**config.mk**
```make
export PLATFORM = sky130hd
export DESIGN_NAME = control_sequencer
export DESIGN_NICKNAME = d
export VERILOG_FILES = /design/src/rtl/seq_pkg.sv /design/src/rtl/seq_alu.sv /design/src/rtl/control_sequencer.sv
export SDC_FILE = /design/constraint.sdc
export NUM_CORES = 1
export LEC_CHECK = 0
export BUFFER_PORTS_ARGS = -buffer_cell sky130_fd_sc_hd__buf_4
export CORE_MARGIN = 8
export CORE_UTILIZATION = 50
export CTS_CLUSTER_DIAMETER = 50
export DETAILED_ROUTE_END_ITERATION = 8
export GPL_TIMING_DRIVEN = 0
export PLACE_DENSITY = 0.82
export SETUP_SLACK_MARGIN = 0.05
export SYNTH_ARGS = -nofsm -noshare
export SYNTH_HDL_FRONTEND = slang
export SYNTH_HIERARCHICAL = 1
export SYNTH_SLANG_ARGS = --single-unit
```
**constraint.sdc**
```tcl
create_clock -name clk -period 3.5 [get_ports clk]
set_input_delay 1.05 -clock clk [delete_from_list [all_inputs] [get_ports clk]]
set_output_delay 1.05 -clock clk [all_outputs]
set_load 0.03 [all_outputs]
```
**src/rtl/seq_pkg.sv**
```systemverilog
// Shared definitions for the accumulator-machine sequencer: FSM states,
// opcode map, default address width and the opcode classifier.
package seq_pkg;

    localparam int ADDR_W_DEFAULT = 12;

    typedef enum logic [2:0] {
        ST_IDLE,
        ST_FETCH,
        ST_DECODE,
        ST_EXEC,
        ST_WRITEBACK,
        ST_HALTED
    } state_e;

    localparam logic [3:0] OP_HALT  = 4'h0;
    localparam logic [3:0] OP_LOAD  = 4'h1;
    localparam logic [3:0] OP_STORE = 4'h2;
    localparam logic [3:0] OP_ADD   = 4'h3;
    localparam logic [3:0] OP_SUB   = 4'h4;
    localparam logic [3:0] OP_AND   = 4'h5;
    localparam logic [3:0] OP_OR    = 4'h6;
    localparam logic [3:0] OP_XOR   = 4'h7;
    localparam logic [3:0] OP_JUMP  = 4'h8;
    localparam logic [3:0] OP_JZ    = 4'h9;
    localparam logic [3:0] OP_JN    = 4'hA;
    localparam logic [3:0] OP_CLR   = 4'hB;
    localparam logic [3:0] OP_SHL   = 4'hC;
    localparam logic [3:0] OP_SHR   = 4'hD;
    localparam logic [3:0] OP_NOPE  = 4'hE;
    localparam logic [3:0] OP_NOPF  = 4'hF;

    typedef enum logic [2:0] {
        CLS_MEM_RD,
        CLS_MEM_WR,
        CLS_JUMP,
        CLS_REG,
        CLS_NONE
    } op_class_e;

    // HALT and the NOPs fall into CLS_NONE; the FSM tells them apart by opcode.
    function automatic op_class_e classify_op(input logic [3:0] op);
        op_class_e cls;
        case (op)
            OP_LOAD, OP_ADD, OP_SUB,
            OP_AND, OP_OR, OP_XOR:  cls = CLS_MEM_RD;
            OP_STORE:               cls = CLS_MEM_WR;
            OP_JUMP, OP_JZ, OP_JN:  cls = CLS_JUMP;
            OP_CLR, OP_SHL, OP_SHR: cls = CLS_REG;
            default:                cls = CLS_NONE;
        endcase
        return cls;
    endfunction

endpackage

```
**src/rtl/seq_alu.sv**
```systemverilog
// Combinational ACC-update unit, shared by WRITEBACK (memory operand ops)
// and EXEC (register-only ops). Arithmetic is 16-bit modulo.
module seq_alu
    import seq_pkg::*;
(
    input  logic [3:0]  opcode,
    input  logic [15:0] acc,
    input  logic [15:0] mem_rdata,
    output logic [15:0] acc_next
);

    always_comb begin
        case (opcode)
            OP_LOAD: acc_next = mem_rdata;
            OP_ADD:  acc_next = acc + mem_rdata;
            OP_SUB:  acc_next = acc - mem_rdata;
            OP_AND:  acc_next = acc & mem_rdata;
            OP_OR:   acc_next = acc | mem_rdata;
            OP_XOR:  acc_next = acc ^ mem_rdata;
            OP_CLR:  acc_next = 16'h0000;
            OP_SHL:  acc_next = {acc[14:0], 1'b0};
            OP_SHR:  acc_next = {1'b0, acc[15:1]};
            default: acc_next = acc;
        endcase
    end

endmodule

```
**src/rtl/control_sequencer.sv**
```systemverilog
// Fetch/decode/execute controller for the 16-bit accumulator machine; owns
// PC, IR and ACC and acts as initiator on the one-cycle-latency memory port.
module control_sequencer
    import seq_pkg::*;
#(
    parameter int ADDR_W = ADDR_W_DEFAULT
) (
    input  logic              clk,
    input  logic              reset_n,
    input  logic              run,
    input  logic [15:0]       mem_rdata,
    output logic [15:0]       mem_addr,
    output logic [15:0]       mem_wdata,
    output logic              mem_we,
    output logic [15:0]       acc_out,
    output logic [ADDR_W-1:0] pc_out,
    output logic [15:0]       ir_out,
    output logic              halted
);

    state_e            state_q, state_d;
    logic [ADDR_W-1:0] pc_q, pc_d;
    logic [15:0]       ir_q, ir_d;
    logic [15:0]       acc_q, acc_d;

    logic [3:0]        opcode;
    logic [15:0]       operand_addr;
    op_class_e         op_class;
    logic              jump_taken;
    logic [15:0]       alu_acc;

    assign opcode       = ir_q[15:12];
    assign operand_addr = {4'h0, ir_q[11:0]};
    assign op_class     = classify_op(opcode);

    // Conditional jumps look at ACC as it stands in EXEC; there is no flag register.
    always_comb begin
        case (opcode)
            OP_JUMP: jump_taken = 1'b1;
            OP_JZ:   jump_taken = (acc_q == 16'h0000);
            OP_JN:   jump_taken = acc_q[15];
            default: jump_taken = 1'b0;
        endcase
    end

    seq_alu u_alu (
        .opcode    (opcode),
        .acc       (acc_q),
        .mem_rdata (mem_rdata),
        .acc_next  (alu_acc)
    );

    // NOTE: every output and next-state value gets a default before the case,
    // so no path through this block can leave something unassigned (no latches).
    always_comb begin
        state_d  = state_q;
        pc_d     = pc_q;
        ir_d     = ir_q;
        acc_d    = acc_q;
        mem_addr = 16'h0000;
        mem_we   = 1'b0;

        case (state_q)
            ST_IDLE: begin
                if (run) state_d = ST_FETCH;
            end
            ST_FETCH: begin
                mem_addr = 16'(pc_q);
                state_d  = ST_DECODE;
            end
            ST_DECODE: begin
                ir_d    = mem_rdata;
                pc_d    = pc_q + ADDR_W'(1);
                state_d = ST_EXEC;
            end
            ST_EXEC: begin
                state_d = ST_FETCH;
                case (op_class)
                    CLS_MEM_RD: begin
                        mem_addr = operand_addr;
                        state_d  = ST_WRITEBACK;
                    end
                    CLS_MEM_WR: begin
                        mem_addr = operand_addr;
                        mem_we   = 1'b1;
                    end
                    CLS_JUMP: begin
                        if (jump_taken) pc_d = ADDR_W'(ir_q[11:0]);
                    end
                    CLS_REG: begin
                        acc_d = alu_acc;
                    end
                    default: begin
                        if (opcode == OP_HALT) state_d = ST_HALTED;
                    end
                endcase
            end
            ST_WRITEBACK: begin
                acc_d   = alu_acc;
                state_d = ST_FETCH;
            end
            ST_HALTED: begin
                state_d = ST_HALTED;
            end
            default: begin
                state_d = ST_IDLE;
            end
        endcase
    end

    // NOTE: sequential state uses non-blocking assignments so every register
    // samples the pre-edge values regardless of statement order.
    always_ff @(posedge clk or negedge reset_n) begin
        if (!reset_n) begin
            state_q <= ST_IDLE;
        end else begin
            state_q <= state_d;
        end
    end

    always_ff @(posedge clk or negedge reset_n) begin
        if (!reset_n) begin
            pc_q  <= '0;
            ir_q  <= 16'h0000;
            acc_q <= 16'h0000;
        end else begin
            pc_q  <= pc_d;
            ir_q  <= ir_d;
            acc_q <= acc_d;
        end
    end

    assign mem_wdata = acc_q;
    assign acc_out   = acc_q;
    assign pc_out    = pc_q;
    assign ir_out    = ir_q;
    assign halted    = (state_q == ST_HALTED);

endmodule

```
==> results.txt <==
The flow ran to the end, but the final reports show violations. The final reports fail on negative setup slack. Multiplexer cells account for 7.62% of the synthesized area. The I/O pin total was 97. The total global routing track utilization was 26.3%. The top flip-flop cell by instance count after synthesis was sky130_fd_sc_hd__dfrtp_1.

By area, the combinational part of the netlist is dominated by compound AO/OA/AOI/OAI gates. The synthesized netlist devotes 27.1% of its cell area to compound gates. The minimum setup slack after placement was -1050 ps. The path with the worst hold slack has its endpoint at state_q[1].

The count of unresolved DRC violations after routing is 0, and the flip-flop and latch count after synthesis is 47. The tools report the final instance area as 7010 um2. The cell count after synthesis came out at 666.

The register cell area after layout came out at 1180 um2. The slowest stage of the critical path is the sky130_fd_sc_hd__or4_4 cell. The run gives 5 as the CTS buffer count. The Yosys step of the flow raised 6 warnings.

Xor-xnor portion of the synthesized cell area: 3.73%. The maximum fanout along the worst path is 6. The cell sitting at the root of the clock tree is a sky130_fd_sc_hd__clkbuf_8.

The critical setup path kind is in -> reg. The mapped netlist covers 5370 um2. The final layout contains routed wiring with a total length of 20200 um. The number of iterations in the first detailed-routing pass is 8. The average instance in the mapped netlist occupies 8.07 um2.

In this run the top signal layer used is met4. TritonCTS built the clock tree. The clock-pin slew reported for the worst setup and hold paths after clock tree synthesis is 100 ps, and the post-place instance area is 6300 um2. The number of I/O port buffers is 92, and the fraction of final layout cells sized beyond drive strength 1 is 33.2%. The signal on the critical path passes through buf_8 > or4_4 > nor4_4 > nand2_2 > buf_6 > o41ai_4 > xnor2_2 > ha_4 > a21oi_1 > nor2_1 > or4_1 > o22ai_2 > xnor2_1 > o21ai_1 > mux2_2. Setup violations remaining at the end of the flow were counted as 7. Terminus of the critical flop-to-flop path: acc_out[14]. For the initial antenna violation count, the log shows 0. Measured against its own limit, the worst slew margin works out to 9.12%.

Detailed routing placed a total of 1990 um of wire on met3. The global-route congestion overflow total came out at 0. Later-pin clock latency in the skew report: 330 ps.

Detailed-routed wire length on met2: 9320 um. The detailed router put a total of 8230 um of wire on met1. The tools report the via count of the first global-routing pass as 5536. The least setup slack across all paths after layout was -606 ps; the detailed-placement wirelength estimate was 14300 um.

The worst setup path is captured at a flop. Sequential cells were found to cover 21.9% of the synthesized design area. For flop-to-flop paths, the worst setup slack is -140 ps.

The share of the cycle needed by the critical path after routing is 117%, and the area of the multi-input gates is 4060 um2. The H-tree generated during clock tree synthesis spans 2 levels. The data arrival time of the critical path was 4320 ps.

In this run the most critical hold path is launched from state_q[2]. At the worst endpoint, the required time is 3710 ps. Static timing analysis puts the maximum clock frequency at 0.244 GHz. The minimum clock period came out at 4110 ps. The tree built by TritonCTS fans out to 47 sinks. The worst register-to-register path begins at ir_out[12]. The run gives 0 as the final-report max-slew violation count.

The first global-routing pass estimated 30400 um of wire. The maximum number of buffers from clock root to sink came out at 2. The final setup TNS is -2940 ps, and the worst hold path stage count is 2. Counting flops with an async set or reset pin after synthesis yields a share of 100%. Wire length per cell: 21.6 um.

By instance count, the leading cell after synthesis is sky130_fd_sc_hd__a21oi_1. Synthesis instantiated 81 different standard cells from the library. The die covers 14300 um2.

After floorplanning, the core was divided into 38 placement rows. The count of antenna diodes in the layout was 0. The count of nets left with antenna violations once routing finished came out at 0.

Compared with the post-synthesis result, the final layout area differs by 30.5%. Hold repair after CTS inserted 0 buffers. For this configuration, the core starts out at a cell density of 50.4%.

The adder-cell area share of the yosys netlist is 11.8%. Counting flops with a built-in enable in the synthesized netlist gives 0. The run gives 1.07 as the final estimated routing congestion in global placement.

Setup repair after global routing could not meet its margin everywhere. Via total after detailed routing: 6016. The number of nets in the final layout was 864; the simple-gate share of the synthesized area was 18.3%. The commonest cells after synthesis are 69 x sky130_fd_sc_hd__a21oi_1, 49 x sky130_fd_sc_hd__ha_1, 49 x sky130_fd_sc_hd__nand2_1, 48 x sky130_fd_sc_hd__nor2_1, 47 x sky130_fd_sc_hd__dfrtp_1. Across the run, the number of max-cap violations was 0. STA classifies the critical path startpoint as an input port. Summed over its instances, the top area cell type makes up 21.9% of the synthesized netlist area. The actual transition at the worst max-transition pin was 1350 ps.

Fill cells in the final layout number 866. Counting cells, the worst reg-to-reg path comes to 14. In this run the horizontal extent of the chip is 120 um. The largest area contributor in the netlist was sky130_fd_sc_hd__dfrtp_1. The via count normalized by instance count is 6.43.

The tightest min-delay check is of the reg -> reg type. In this run the standard cell core region covers 10700 um2. The clock arrives with 24.8 ps of skew. The tools report the fraction of the core area covered by cells at the end of the flow as 65.8%.

The detailed router finished its first iteration with 702 violations. The hold violation total from the final report came out at 0. Largest stage delay on the critical path: 560 ps. By area the synthesized netlist is led by sky130_fd_sc_hd__dfrtp_1 22%, sky130_fd_sc_hd__ha_1 11%, sky130_fd_sc_hd__mux2_2 6.5%. Entering global routing, the biggest net connects 48 pins. Y dimension of the die: 120 um.
-- kinds of logic after synthesis --
family                   after synthesis
flip-flops                            47
adder cells (fa/ha/maj)               50
XOR/XNOR                              22
multiplexers                          37
AO/OA/AOI/OAI                        219
AND/OR/NAND/NOR                      191
other                                  1
buffers and inverters                 99
-- layer usage --
metal | vias up | track usage (%)
met3 | 72 | 5.82
met4 | 0 | 10.1
li1 | 2671 | -
met5 | - | 0
met1 | 2854 | 34.3
met2 | 419 | 41.5
-- state kept, by name, indices dropped and copies added (netlist names) --
| name | flops |
|---|---|
| state_q | 3 |
| ir_out | 16 |
| acc_out | 16 |
| pc_out | 12 |
-- repair_timing --
| action | CTS | global route |
|---|---|---|
| setup endpoints to repair | 13 | 12 |
| buffers inserted | 10 | 18 |
| resized for setup | 27 | 57 |
| pin swaps | 14 | 21 |
-- worst max path at each step --
stage                     slack, ps    startpoint           to
after detailed placement      -1050  mem_rdata[5]  acc_out[15]
after global routing           -650  mem_rdata[5]  acc_out[15]
after CTS                      -490  mem_rdata[5]  acc_out[15]
after floorplan                -450  mem_rdata[5]  acc_out[15]
final                          -610  mem_rdata[5]  acc_out[15]
after global placement        -1050  mem_rdata[5]  acc_out[15]
-- through the flow --
| step | cells | hold slack, ps |
|---|---|---|
| 5_1_grt | 936 | 594 |
| 2_1_floorplan | 669 | 520 |
| 4_1_cts | 919 | 553 |
| 6_report | 936 | 553 |
| 3_5_place_dp | 901 | 537 |
| 3_3_place_gp | 901 | 534 |
-- cells in the final DEF, fill, tap and decap left out, types with 5 or more instances in the layout --
| cell type | instances |
|---|---|
| sky130_fd_sc_hd__buf_4 | 132 |
| sky130_fd_sc_hd__a21oi_1 | 62 |
| sky130_fd_sc_hd__nor2_1 | 46 |
| sky130_fd_sc_hd__nand2_1 | 45 |
| sky130_fd_sc_hd__ha_1 | 45 |
| sky130_fd_sc_hd__dfrtp_1 | 43 |
| sky130_fd_sc_hd__inv_1 | 42 |
| sky130_fd_sc_hd__o21ai_0 | 40 |
| sky130_fd_sc_hd__mux2_2 | 25 |
| sky130_fd_sc_hd__clkbuf_1 | 14 |
| sky130_fd_sc_hd__nor2b_1 | 14 |
| sky130_fd_sc_hd__nor3_1 | 14 |
| sky130_fd_sc_hd__nand3_1 | 13 |
| sky130_fd_sc_hd__xnor2_1 | 13 |
| sky130_fd_sc_hd__buf_6 | 12 |
| sky130_fd_sc_hd__a21oi_2 | 12 |
| sky130_fd_sc_hd__nand2b_1 | 11 |
| sky130_fd_sc_hd__a22oi_1 | 11 |
| sky130_fd_sc_hd__a22o_1 | 11 |
| sky130_fd_sc_hd__clkbuf_8 | 9 |
| sky130_fd_sc_hd__a211oi_1 | 7 |
| sky130_fd_sc_hd__a21o_1 | 7 |
| sky130_fd_sc_hd__mux2i_1 | 6 |
| sky130_fd_sc_hd__mux2_4 | 6 |
| sky130_fd_sc_hd__buf_2 | 5 |
| sky130_fd_sc_hd__nand4_1 | 5 |
| sky130_fd_sc_hd__o22ai_1 | 5 |
| sky130_fd_sc_hd__buf_1 | 5 |
| sky130_fd_sc_hd__o221ai_1 | 5 |
| sky130_fd_sc_hd__xnor2_2 | 5 |
-- critical path, delay by kind of cell --
| family | cells | cell delay, ps |
|---|---|---|
| buffers and inverters | 2 | 260 |
| adder cells (fa/ha/maj) | 1 | 260 |
| multiplexers | 1 | 260 |
| AND/OR/NAND/NOR | 5 | 1450 |
| XOR/XNOR | 2 | 330 |
| AO/OA/AOI/OAI | 4 | 700 |
-- final cells by class --
type | count | area share, %
Multi-Input combinational cell | 523 | 57.9
Sequential cell | 47 | 16.8
Timing Repair Buffer | 120 | 13.5
Buffer | 54 | 5.17
Tap cell | 140 | 2.50
Inverter | 44 | 2.41
Clock buffer | 6 | 1.18
Clock inverter | 2 | 0.553
Power is left out: the tool's default activity adds up to more than one toggle a clock period on the data nets, which glitch-free logic cannot reach.
